File: config.mk
export PLATFORM = sky130hd
export DESIGN_NAME = expr_eval_flat
export DESIGN_NICKNAME = d
export VERILOG_FILES = /design/src/rtl/expr_pkg.sv /design/src/rtl/expr_eval_if.sv /design/src/rtl/expr_char_class.sv /design/src/rtl/expr_eval.sv /design/src/flat_wrapper.sv
export SDC_FILE = /design/constraint.sdc
export NUM_CORES = 1
export LEC_CHECK = 0
export CAP_MARGIN = 0
export CORE_MARGIN = 5
export CORE_UTILIZATION = 55
export DETAILED_ROUTE_END_ITERATION = 12
export GPL_TIMING_DRIVEN = 0
export PLACE_DENSITY = 0.74
export SLEW_MARGIN = 20
export SYNTH_ARGS = -nofsm -noshare
export SYNTH_HDL_FRONTEND = slang
export SYNTH_HIERARCHICAL = 1
export SYNTH_SLANG_ARGS = --single-unit
File: constraint.sdc
create_clock -name clk -period 6.85 [get_ports clk]
set_input_delay 1.0275 -clock clk [delete_from_list [all_inputs] [get_ports clk]]
set_output_delay 1.0275 -clock clk [all_outputs]
set_load 0.05 [all_outputs]
File: src/rtl/expr_pkg.sv
// rtl/expr_pkg.sv - shared character constants and enums for the expression parser
// Ports: none (package). Imported by expr_char_class and expr_eval.
package expr_pkg;

  localparam logic [7:0] CH_PLUS = 8'h2B;
  localparam logic [7:0] CH_STAR = 8'h2A;
  localparam logic [7:0] CH_0    = 8'h30;
  localparam logic [7:0] CH_9    = 8'h39;

  typedef enum logic [1:0] {
    S_OPND,
    S_OPR,
    S_ERR
  } state_t;

  typedef enum logic {
    P_ADD,
    P_MUL
  } pend_t;

  typedef enum logic [1:0] {
    C_DIG,
    C_ADD,
    C_MUL,
    C_BAD
  } char_class_t;

endpackage

File: src/rtl/expr_eval_if.sv
// rtl/expr_eval_if.sv - character bus and result bundle for expr_eval
// Signals:
//   restart  synchronous start of a new expression (master -> slave)
//   in       ASCII character                      (master -> slave)
//   in_vld   character strobe                     (master -> slave)
//   val      value of last complete prefix        (slave -> master)
//   val_ok   stream is a complete expression      (slave -> master)
//   err      sticky syntax error                  (slave -> master)
//   ovf      sticky arithmetic overflow           (slave -> master)
interface expr_eval_if #(
  parameter int W = 16
);

  logic         restart;
  logic [7:0]   in;
  logic         in_vld;
  logic [W-1:0] val;
  logic         val_ok;
  logic         err;
  logic         ovf;

  modport master (
    output restart, in, in_vld,
    input  val, val_ok, err, ovf
  );

  modport slave (
    input  restart, in, in_vld,
    output val, val_ok, err, ovf
  );

endinterface

File: src/rtl/expr_char_class.sv
// rtl/expr_char_class.sv - combinational ASCII classifier for the expression stream
// Ports:
//   in     [7:0] ASCII character
//   cls          character class (C_DIG / C_ADD / C_MUL / C_BAD)
//   digit  [3:0] digit value, 0 when not a digit
module expr_char_class
  import expr_pkg::*;
(
  input  logic [7:0]  in,
  output char_class_t cls,
  output logic [3:0]  digit
);

  always_comb begin
    cls   = C_BAD;
    digit = 4'd0;
    if (in >= CH_0 && in <= CH_9) begin
      cls   = C_DIG;
      // '0'..'9' are 8'h30..8'h39, so the low nibble is already the value.
      digit = in[3:0];
    end else if (in == CH_PLUS) begin
      cls = C_ADD;
    end else if (in == CH_STAR) begin
      cls = C_MUL;
    end
  end

endmodule

File: src/rtl/expr_eval.sv
// rtl/expr_eval.sv - streaming evaluator for single-digit '+'/'*' expressions
// Ports:
//   clk    clock, rising edge
//   clr_n  asynchronous active-low reset
//   bus    expr_eval_if slave: restart/in/in_vld in, val/val_ok/err/ovf out
module expr_eval
  import expr_pkg::*;
#(
  parameter int W = 16
) (
  input  logic        clk,
  input  logic        clr_n,
  expr_eval_if.slave  bus
);

  state_t      st, st_n;
  pend_t       pend, pend_n;
  logic [W-1:0] sum, sum_n;
  logic [W-1:0] prod, prod_n;
  logic [W-1:0] val_q, val_n;
  logic        val_ok_q, val_ok_n;
  logic        err_q, err_n;
  logic        ovf_q, ovf_n;

  char_class_t cls;
  logic [3:0]  digit;

  expr_char_class u_cls (
    .in    (bus.in),
    .cls   (cls),
    .digit (digit)
  );

  // Datapath: W x 4 multiplier, sum + new product, sum + current product.
  logic [W+3:0] mul_full;
  logic         mul_hi;
  logic [W-1:0] new_prod;
  logic [W:0]   sum_new;
  logic [W:0]   sum_pp;

  assign mul_full = {4'b0000, prod} * {{W{1'b0}}, digit};
  // The multiplier only counts as overflowing when its result is actually used.
  assign mul_hi   = (pend == P_MUL) && (|mul_full[W+3:W]);
  assign new_prod = (pend == P_MUL) ? mul_full[W-1:0] : W'(digit);
  assign sum_new  = {1'b0, sum} + {1'b0, new_prod};
  assign sum_pp   = {1'b0, sum} + {1'b0, prod};

  always_ff @(posedge clk or negedge clr_n) begin
    if (!clr_n) begin
      st       <= S_OPND;
      pend     <= P_ADD;
      sum      <= '0;
      prod     <= '0;
      val_q    <= '0;
      val_ok_q <= 1'b0;
      err_q    <= 1'b0;
      ovf_q    <= 1'b0;
    end else begin
      st       <= st_n;
      pend     <= pend_n;
      sum      <= sum_n;
      prod     <= prod_n;
      val_q    <= val_n;
      val_ok_q <= val_ok_n;
      err_q    <= err_n;
      ovf_q    <= ovf_n;
    end
  end

  always_comb begin
    st_n     = st;
    pend_n   = pend;
    sum_n    = sum;
    prod_n   = prod;
    val_n    = val_q;
    val_ok_n = val_ok_q;
    err_n    = err_q;
    ovf_n    = ovf_q;

    // restart wins over a character strobed on the same edge.
    if (bus.restart) begin
      st_n     = S_OPND;
      pend_n   = P_ADD;
      sum_n    = '0;
      prod_n   = '0;
      val_n    = '0;
      val_ok_n = 1'b0;
      err_n    = 1'b0;
      ovf_n    = 1'b0;
    end else if (bus.in_vld) begin
      case (st)
        S_OPND: begin
          if (cls == C_DIG) begin
            prod_n   = new_prod;
            val_n    = sum_new[W-1:0];
            val_ok_n = 1'b1;
            st_n     = S_OPR;
            if (mul_hi || sum_new[W]) ovf_n = 1'b1;
          end else begin
            st_n     = S_ERR;
            err_n    = 1'b1;
            val_ok_n = 1'b0;
          end
        end
        S_OPR: begin
          if (cls == C_ADD) begin
            sum_n    = sum_pp[W-1:0];
            pend_n   = P_ADD;
            val_ok_n = 1'b0;
            st_n     = S_OPND;
            if (sum_pp[W]) ovf_n = 1'b1;
          end else if (cls == C_MUL) begin
            pend_n   = P_MUL;
            val_ok_n = 1'b0;
            st_n     = S_OPND;
          end else begin
            st_n     = S_ERR;
            err_n    = 1'b1;
            val_ok_n = 1'b0;
          end
        end
        default: begin
          // S_ERR absorbs everything until restart or reset.
          st_n = S_ERR;
        end
      endcase
    end
  end

  assign bus.val    = val_q;
  assign bus.val_ok = val_ok_q;
  assign bus.err    = err_q;
  assign bus.ovf    = ovf_q;

endmodule
File: src/flat_wrapper.sv
// flat-port wrapper written by rule: the top's interface ports become plain ports
module expr_eval_flat import expr_pkg::*;
#(
  parameter int W = 16
)
  (clk, clr_n, bus_restart, bus_in, bus_in_vld, bus_val, bus_val_ok, bus_err, bus_ovf);
  expr_eval_if #(.W(W)) bus_i ();
  input  logic clk;
  input  logic clr_n;
  input wire logic [$bits(bus_i.restart)-1:0] bus_restart;
  input wire logic [$bits(bus_i.in)-1:0] bus_in;
  input wire logic [$bits(bus_i.in_vld)-1:0] bus_in_vld;
  output wire logic [$bits(bus_i.val)-1:0] bus_val;
  output wire logic [$bits(bus_i.val_ok)-1:0] bus_val_ok;
  output wire logic [$bits(bus_i.err)-1:0] bus_err;
  output wire logic [$bits(bus_i.ovf)-1:0] bus_ovf;
  assign bus_i.restart = bus_restart;
  assign bus_i.in = bus_in;
  assign bus_i.in_vld = bus_in_vld;
  assign bus_val = bus_i.val;
  assign bus_val_ok = bus_i.val_ok;
  assign bus_err = bus_i.err;
  assign bus_ovf = bus_i.ovf;
  expr_eval #(.W(W)) u_core (.clk(clk), .clr_n(clr_n), .bus(bus_i));
endmodule
# --- Word level (Yosys, flattened, before mapping) ---
# Cells that the tools add are included.
classes:
  reduce_logical: 19
  n_mux: 45
  n_addsub: 2
  multipliers: 1
  eq_ne: 12
  n_lt_le_gt_ge: 2
op_table:
  columns: ["op", "n"]
  rows:
  - ["$mux W16", 13]
  - ["$add A16 B16 Y17", 2]
  - ["$mul A16 B4 Y20", 1]
  - ["$mux W1", 20]
  - ["$eq A8 B6 Y1 const B", 2]
  - ["$mux W2", 7]
  - ["$ne A3 B2 Y1 const B", 4]
  - ["$reduce_bool A2 Y1", 5]
  - ["$ne A3 B3 Y1 const B", 3]
  - ["$reduce_and A3 Y1", 3]
  - ["$ge A8 B6 Y1 const B", 1]
  - ["$le A8 B6 Y1 const B", 1]
  - ["$pmux W1 S2", 3]
  - ["$reduce_and A6 Y1", 1]
  - ["$reduce_bool A3 Y1", 2]
  - ["$reduce_and A5 Y1", 1]
  - ["$eq A2 B1 Y1 const B", 2]
  - ["$logic_not A2 Y1", 2]
  - ["$mux W4", 1]
  - ["$pmux W2 S2", 1]
  - ["$reduce_or A4 Y1", 1]
  - ["$eq A2 B2 Y1 const B", 1]
  - ["$logic_and A1 B1 Y1", 2]
  - ["$reduce_and A2 Y1", 1]
  - ["$logic_or A1 B1 Y1", 1]
word_totals:
  regBits: 54
  out_inout_bits: 19
  input_bits: 12

# --- Logic depth before layout (Yosys ltp) ---
# Gate-level depths: netlist of the first run.
logic_depth:
  depth_word: 12
  mapped_depth: 23
  ltp_nobuf: 22

# --- Cells and area by module ---
# The synthesis of the first run kept the hierarchy.
by_module_without_submodules:
  columns: ["mod", "cells_each", "instances", "area_per_inst_um2", "seq_area_each_um2"]
  rows:
  - ["expr_eval", 714, 1, 5853.1, 1351.3]
  - ["expr_char_class", 12, 1, 130.1, 0.0]

# --- Worst setup path after synthesis of the first run ---
# No wires, ideal clock.
synth_path:
  kind: "input to register"
  startpoint: "input port bus_in[6]"
  endpoint: "register u_core.ovf_q (netlist: u_core/bus.ovf)"
  n_path_buf: 1
  setup_time_ns: 0.094
  arrival_ns: 5.960
  path_slack_ns: 0.796
  path_stages: 20
  path_cell_list: "nand4bb_4 nor4b_2 clkbuf_1 nand2_1 fa_1 fa_1 fa_1 nor2b_1 o31a_1 o211a_1 o21ai_0 and3_1 o21a_1 ha_1 and2_0 nand3_1 or4_1 a31oi_1 a21oi_1 a211oi_1"
synth_between:
  elab_chain_len: 9
  elab_cells_between_ends: 21
synth_lines:
  columns: ["element", "line_no", "rtl"]
  rows:
  - ["start: declaration", "flat_wrapper.sv:11", "input wire logic [$bits(bus_i.in)-1:0] bus_in;"]
  - ["$ge A8 B6 Y1 or $le A8 B6 Y1 (tied branches)", "expr_char_class.sv:17", "if (in >= CH_0 && in <= CH_9) begin"]
  - ["$logic_and A1 B1 Y1 *", "expr_char_class.sv:17", null]
  - ["$mux W4 *", "expr_char_class.sv:17", null]
  - ["net u_core.digit[3]", "expr_eval.sv:26", "logic [3:0] digit;"]
  - ["$mul A16 B4 Y20", "expr_eval.sv:41", "assign mul_full = {4'b0000, prod} * {{W{1'b0}}, digit};"]
  - ["$mux W16 or $reduce_or A4 Y1 (tied branches)", "expr_eval.sv:44, expr_eval.sv:43", null]
  - ["$add A16 B16 Y17 or $logic_and A1 B1 Y1 (tied branches)", "expr_eval.sv:45, expr_eval.sv:43", null]
  - ["$logic_or A1 B1 Y1 *", "expr_eval.sv:98", "if (mul_hi || sum_new[W]) ovf_n = 1'b1;"]
  - ["$ne A3 B2 Y1 (no line) *", null, null]
  - ["$reduce_and A6 Y1 (no line) *", null, null]
  - ["end signal: assignment", "expr_eval.sv:66", "ovf_q <= ovf_n;"]
  - ["end: declaration", "expr_eval.sv:23", "logic ovf_q, ovf_n;"]
# The timed path passes the listed nets; every way through them passes the cells marked *.
# A chain may end at the register's enable or synchronous reset.

# --- Worst setup path in the final report of the first run ---
layout_path:
  startpoint: "input port bus_in[7]"
  endpoint: "register u_core.ovf_q (netlist: u_core/bus.ovf)"
# Same word-level chain as after synthesis.

==> results of run 1 <==
-- routing by layer --
| metal | vias up | global-route usage |
|---|---|---|
| li1 | 2625 | - |
| met1 | 2540 | 0.346 |
| met2 | 151 | 0.425 |
| met3 | 14 | 0.0285 |
| met4 | 0 | 0.0665 |
| met5 | - | 0 |
-- registers in the layout, summed over array words and instances (netlist names) --
name               count
u_core/bus.err         1
u_core/bus.ovf         1
u_core/bus.val        16
u_core/bus.val_ok      1
u_core/pend            1
u_core/prod           16
u_core/st              2
u_core/sum            16
-- worst min-delay path: stages (launching register included) --
cell and delay, ps:
dfrtp_1 350, a21oi_1 50, nor2_1 70
-- what timing repair did --
item                                   in CTS  in global routing
pin swaps                                   1                  5
setup endpoints to repair                   4                  4
endpoints found under the hold margin       0                  0
resized for setup                          10                 17
cloned                                      0                  0
setup buffers                               1                  4
-- Yosys cell counts (3+ instances only) --
master | instances | area, sq um
a21o_1 | 8 | 60.1
o21bai_1 | 6 | 45.0
or3_1 | 7 | 43.8
o211ai_1 | 3 | 22.5
xor2_1 | 3 | 26.3
inv_1 | 66 | 248
a211o_1 | 3 | 26.3
nand3_1 | 22 | 110
o31a_1 | 3 | 26.3
a31oi_1 | 6 | 37.5
nand2b_1 | 5 | 31.3
nor3_1 | 14 | 70.1
and4bb_2 | 3 | 37.5
nor2_1 | 42 | 158
o21a_1 | 9 | 67.6
o211a_1 | 4 | 40.0
ha_1 | 59 | 738
nand4_1 | 4 | 25.0
clkbuf_1 | 22 | 82.6
nand2_1 | 84 | 315
o21ai_0 | 33 | 165
a21oi_1 | 67 | 335
a2111oi_0 | 4 | 35.0
xnor2_1 | 19 | 166
a21o_2 | 3 | 26.3
or4_1 | 3 | 22.5
or2_2 | 3 | 18.8
a22oi_1 | 3 | 22.5
fa_1 | 30 | 601
mux2i_1 | 4 | 40.0
and2_1 | 54 | 338
and3_1 | 9 | 56.3
dfrtp_1 | 54 | 1350
o31ai_1 | 3 | 22.5
nor2b_1 | 11 | 68.8
a211oi_1 | 12 | 90.1
nor3b_1 | 3 | 22.5
-- kinds of logic after synthesis --
logic type | synth area share
simple gates | 0.244
compound gates | 0.210
fa+ha+maj | 0.224
buf+inv | 0.0558
xor+xnor | 0.0322
flops | 0.226
mux | 0.00857
-- area by class of cell --
class                      count  area [sq um]
tap                          140           175
buffer                        23          96.3
inverter                      66           248
sequential                    54          1350
clock buffer                   7          86.3
clock inverter                 1          5.00
fill                         932          4060
timing repair buffer          35           335
multi-input combinational    583          4390
-- through the flow --
stage | setup slack, ps | std cells | setup TNS (ps)
floorplan | 796 | 726 | 0
global placement | -1040 | 896 | -3210
detailed placement | -1110 | 896 | -3960
CTS | 41.5 | 905 | 0
global route | -9.35 | 909 | -9.35
finish | 277 | 909 | 0
-- worst max-delay path by stage --
stage	slack, ps	cells after the start	to	from
after global placement	-1040	22	u_core/bus.ovf	bus_in[6]
after global routing	-9	22	u_core/bus.ovf	bus_in[7]
after CTS	40	21	u_core/bus.ovf	bus_in[6]
after floorplan	800	20	u_core/bus.ovf	bus_in[6]
after detailed placement	-1110	22	u_core/bus.ovf	bus_in[6]
final	280	24	u_core/bus.ovf	bus_in[7]
-- report_power, final --
group,leakage [nW],switching [mW],internal [mW]
combinational,2.33,0.0264,0.0129
clock,0.0482,0.104,0.0818
sequential,0.752,0.000627,0.319
total,3.13,0.131,0.414
==> reports/metrics.csv, run 1 <==
stage;metric;value;unit
critical_path;R2R Setup Slk;1680;ps
sta;Pins Over Slew Limit;0;
floorplan;I/O Pins;31;
synth;Main synth FF type;dfrtp_1;
sta;final critical-path share of the clock period;0.960;
detailed_routing;vias per cell;5.86;
floorplan;chip width;114;um
detailed_routing;DR iter-0 viols;483;
sta;worst-margin pin slew;755;ps
pwr;Lkg Pwr;3.13;nW
sta;clock skew;10.6;ps
floorplan;row count;38;
worst_hold_path;Hold Crit Start;u_core/bus.err;
clocking;Num CTS Buffers;5;
synth;Avg Cell Area, Syn;8.24;sq um
global_routing;gr usage total;0.252;
cells_and_area;Util after Layout;0.622;
cells_and_area;antenna fix cells;0;
floorplan;Die ar.;13100;sq um
cells_and_area;most frequent cells in the layout;nand2_1, a21oi_1, inv_1;
sta;Rel. slew slack;0.483;
critical_path;critical path's top delay family;simple AND/OR/NAND/NOR gates;
synth;Post-synth EDFFs;0;
synth;Synth Net Count;827;
synth;Synth Warn #;6;
global_routing;global-route wire length before repair;26500;um
floorplan;initial core utilization;0.557;
sta;final hold viol count;0;
synth;FFs w/ async S/R, synth;1.00;
clocking;latest clock arrival within the worst-skew pair;320;ps
flow_run;maxcap violations;0;
synth;#FFs+latches synth;54;
cells_and_area;most common cell after layout, fill and taps aside;nand2_1;
clocking;CTS root buf;clkbuf_8;
synth;post-synthesis instance total;726;
critical_path;maximum net fanout on the critical path;7;
detailed_routing;drt wl/cell;17.5;um
detailed_routing;met3 wire len;713;um
clocking;Num Clock Sinks;54;
sta;hold_ws;501;ps
clocking;clk slew on worst S/H paths;90;ps
detailed_routing;via count of the routed design;5330;
critical_path;worst r2r src;u_core/prod[1];
critical_path;CP Launch Type;input port;
floorplan;chip height;114;um
global_routing;largest net degree at the start of global routing;55;
critical_path;cells along the critical path;clkdlybuf4s50_1, nand4bb_4, nor4b_4, buf_4, buf_4, and2_1, fa_1, inv_1, fa_1, inv_1, ha_1, o211a_1, or3_1, o211a_4, o21ai_1, a21oi_1, o21a_1, ha_1, and2_4, nand3_1, or4_1, a31oi_1, a21oi_1, a211oi_2;
sta;fmax;152;MHz
placed_design;DP Area;6460;sq um
cells_and_area;nets@finish;869;
clocking;# H-tree levels;2;
placed_design;Placer Congestion;0.879;
placed_design;I/O Buffers;30;
global_routing;vias in the first global route;5376;
sta;Setup-failing EPs final;0;
worst_hold_path;hold path depth;2;
placed_design;HPWL Detailed;12200;um
synth;synth unique cells;71;
clocking;CTS tree;built;
critical_path;Worst path slowest cell;or4_1;
synth;register area share after synthesis;0.226;
pwr;P per Cell Area;81.5;nW/um^2
detailed_routing;top routing layer used;met4;
clocking;hold_buf cts;0;
detailed_routing;drt total wl;15900;um
cells_and_area;Post-Layout Inst Area;6690;sq um
critical_path;Worst EP required;7080;ps
critical_path;CP Class;in2reg;
detailed_routing;DRC errors left;0;
detailed_routing;TritonRoute pass-1 iters;5;
synth;Netlist Area Pre-Place;5980;sq um
outcome;status;completed;
critical_path;R2R depth;19;
cells_and_area;share of cells above drive strength 1;0.0650;
pwr;Total Power;0.545;mW
critical_path;WP data arrival;6800;ps
worst_hold_path;HP Class;reg2reg;
critical_path;reg2reg end;u_core/bus.ovf;
critical_path;CP bufs+invs;5;
cells_and_area;Area Growth Syn to Fin;11.7;%
global_routing;gr ovfl total;0;
detailed_routing;met2 wire len;7600;um
detailed_routing;M1 WL;7340;um
floorplan;core footprint;10700;sq um
global_routing;initial antenna violation count;0;
detailed_routing;antenna-violating nets left;0;
sta;Final Critical Period;6570;ps
critical_path;critical path endpoint category;flip-flop;
worst_hold_path;Hold Crit Endpoint;u_core/bus.err;
clocking;CTS Buffer Depth;2;
pwr;peak supply drop;0.000114;V
critical_path;slowest stage delay, CP;470;ps
Note: power is estimated with default switching activity, not from simulation.
==> run 2, diff against run 1 <==
--- a/config.mk
+++ b/config.mk
@@ -7,10 +7,9 @@
 export LEC_CHECK = 0
 export CAP_MARGIN = 0
 export CORE_MARGIN = 5
-export CORE_UTILIZATION = 55
+export CORE_UTILIZATION = 43
 export DETAILED_ROUTE_END_ITERATION = 12
 export GPL_TIMING_DRIVEN = 0
-export PLACE_DENSITY = 0.74
 export SLEW_MARGIN = 20
 export SYNTH_ARGS = -nofsm -noshare
 export SYNTH_HDL_FRONTEND = slang
==> reports/metrics.csv, run 2 (synthesis results as in run 1) <==
stage;metric;value;unit;change
outcome;status;completed;;
global_routing;global-route wire length before repair;27300;um;+2.9%
detailed_routing;DRC errors left;0;;unchanged
critical_path;CP Launch Type;input port;;
critical_path;maximum net fanout on the critical path;10;;+3
pwr;Switching Fraction;0.228;;-0.0112
sta;Pins Over Slew Limit;0;;unchanged
cells_and_area;share of cells above drive strength 1;0.0663;;+0.00130
global_routing;gr ovfl total;0;;unchanged
pwr;P per Cell Area;96.1;nW/um^2;+18%
clocking;CTS Buffer Depth;2;;unchanged
pwr;Clk pwr share;0.451;;+0.111
critical_path;critical path endpoint category;flip-flop;;
floorplan;row count;43;;+13%
detailed_routing;DR iter-0 viols;461;;-4.6%
pwr;Lkg Pwr;3.16;nW;+0.89%
cells_and_area;Area Growth Syn to Fin;13.8;%;
critical_path;Worst path slowest cell;fa_1;;
cells_and_area;most frequent cells in the layout;nand2_1, inv_1, a21oi_1;;
detailed_routing;antenna-violating nets left;0;;unchanged
critical_path;Worst EP required;7050;ps;-30 ps
pwr;Gate power share;0.060;;-0.012
floorplan;Die ar.;16400;sq um;+25%
sta;worst-margin pin slew;794;ps;+38.5 ps
detailed_routing;via count of the routed design;5348;;+0.34%
critical_path;cells along the critical path;clkdlybuf4s50_1, nand4bb_4, nor3b_4, buf_4, nand2_1, fa_1, fa_1, fa_1, nor2b_2, o31a_1, o211a_4, o21ai_1, and3_1, o21a_1, ha_1, and2_4, nand3_1, or4_1, a31oi_1, a21oi_1, a211oi_1;;
cells_and_area;most common cell after layout, fill and taps aside;nand2_1;;
sta;hold_ws;517;ps;+15.7 ps
pwr;Sequential Power Share;0.489;;-0.099
placed_design;I/O Buffers;30;;unchanged
global_routing;gr usage total;0.205;;-0.0468
floorplan;I/O Pins;31;;unchanged
sta;final hold viol count;0;;unchanged
pwr;peak supply drop;0.0000913;V;-20%
floorplan;chip height;128;um;+12%
placed_design;Placer Congestion;0.864;;-1.7%
critical_path;CP Class;in2reg;;
clocking;CTS root buf;clkbuf_16;;
global_routing;vias in the first global route;5529;;+2.8%
sta;clock skew;7.75;ps;-2.83 ps
sta;Final Critical Period;6640;ps;+71.9 ps
clocking;Num CTS Buffers;5;;unchanged
clocking;latest clock arrival within the worst-skew pair;300;ps;-20 ps
floorplan;initial core utilization;0.434;;-0.122
pwr;Pint;0.505;mW;+22%
global_routing;initial antenna violation count;0;;unchanged
flow_run;maxcap violations;0;;unchanged
clocking;clk slew on worst S/H paths;70;ps;-20 ps
sta;Rel. slew slack;0.457;;-0.0263
detailed_routing;drt total wl;16100;um;+1.1%
global_routing;largest net degree at the start of global routing;55;;unchanged
detailed_routing;vias per cell;5.64;;-3.9%
cells_and_area;antenna fix cells;0;;unchanged
pwr;net switching power figure;0.150;mW;+15%
critical_path;WP data arrival;6840;ps;+40 ps
floorplan;core footprint;13800;sq um;+28%
cells_and_area;Util after Layout;0.495;;-0.128
placed_design;HPWL Detailed;12500;um;+2.1%
sta;final critical-path share of the clock period;0.970;;+0.0105
pwr;Total Power;0.655;mW;+20%
detailed_routing;drt wl/cell;17.0;um;-3.2%
worst_hold_path;HP Class;reg2reg;;
clocking;CTS tree;built;;
detailed_routing;TritonRoute pass-1 iters;5;;unchanged
cells_and_area;nets@finish;869;;unchanged
floorplan;chip width;128;um;+12%
critical_path;slowest stage delay, CP;540;ps;+70 ps
sta;fmax;150;MHz;-1.1%
clocking;# H-tree levels;2;;unchanged
critical_path;most used cell, CP;fa_1;;
sta;Setup-failing EPs final;0;;unchanged
clocking;Num Clock Sinks;54;;unchanged
==> run 2: cell type report <==
| type | count | area, sq um |
|---|---|---|
| fill | 1382 | 6960 |
| clock inverter | 3 | 45.0 |
| inverter | 66 | 248 |
| clock buffer | 5 | 125 |
| tap | 180 | 225 |
| multi-input combinational | 583 | 4380 |
| timing repair buffer | 35 | 335 |
| sequential | 54 | 1350 |
| buffer | 23 | 98.8 |
==> run 2: worst max-delay path, delay by kind of cell <==
family / cells / cell delay, ps
AND/OR/NAND/NOR: 8 / 1910
adder cells (fa/ha/maj): 4 / 1840
buffers and inverters: 2 / 680
AO/OA/AOI/OAI: 7 / 1380
==> run 2: power groups by stage <==
stage,logic [mW],clock network [mW],registers (mW)
final,0.0391,0.295,0.320
after detailed placement,0.0379,0,0.326
after global placement,0.0373,0,0.326
after floorplan,0.0127,0,0.328
after global routing,0.0430,0.322,0.320
after CTS,0.0393,0.305,0.320
==> run 2: metrics by stage <==
step,cells,TNS [ps],area [sq um],worst slack [ps]
2_1_floorplan,726,0,5980,796
3_3_place_gp,936,-3910,6510,-1070
3_5_place_dp,936,-5000,6510,-1210
4_1_cts,945,0,6730,14.1
5_1_grt,949,-14.8,6810,-14.8
6_report,949,0,6810,205
==> run 2: final timing paths <==
check	depth (start not counted)	end	from	slack [ps]
max	21	u_core/bus.ovf	bus_in[7]	210
min	2	u_core/bus.val[1]	u_core/bus.val[1]	520
max reg2reg	19	u_core/bus.ovf	u_core/prod[1]	1590
min reg2reg	2	u_core/bus.val[1]	u_core/bus.val[1]	520
max in group asynchronous	1	u_core/pend	clr_n	5610
min in group asynchronous	1	u_core/bus.val[3]	clr_n	780
==> run 2: what timing repair did <==
action                                  in CTS  in global routing
pin swaps                                    1                  6
setup buffers                                1                  4
gates resized for setup                     11                 18
hold buffers                                 0                  0
endpoints found under the setup margin       8                  6
==> run 2: metal layers <==
layer | part of all wire | GRT usage | wire length, um
met2 | 0.48 | 0.360 | 7780
met5 | 0 | 0 | 0
met4 | 0.018 | 0.0524 | 287
met1 | 0.45 | 0.272 | 7260
met3 | 0.047 | 0.0208 | 758
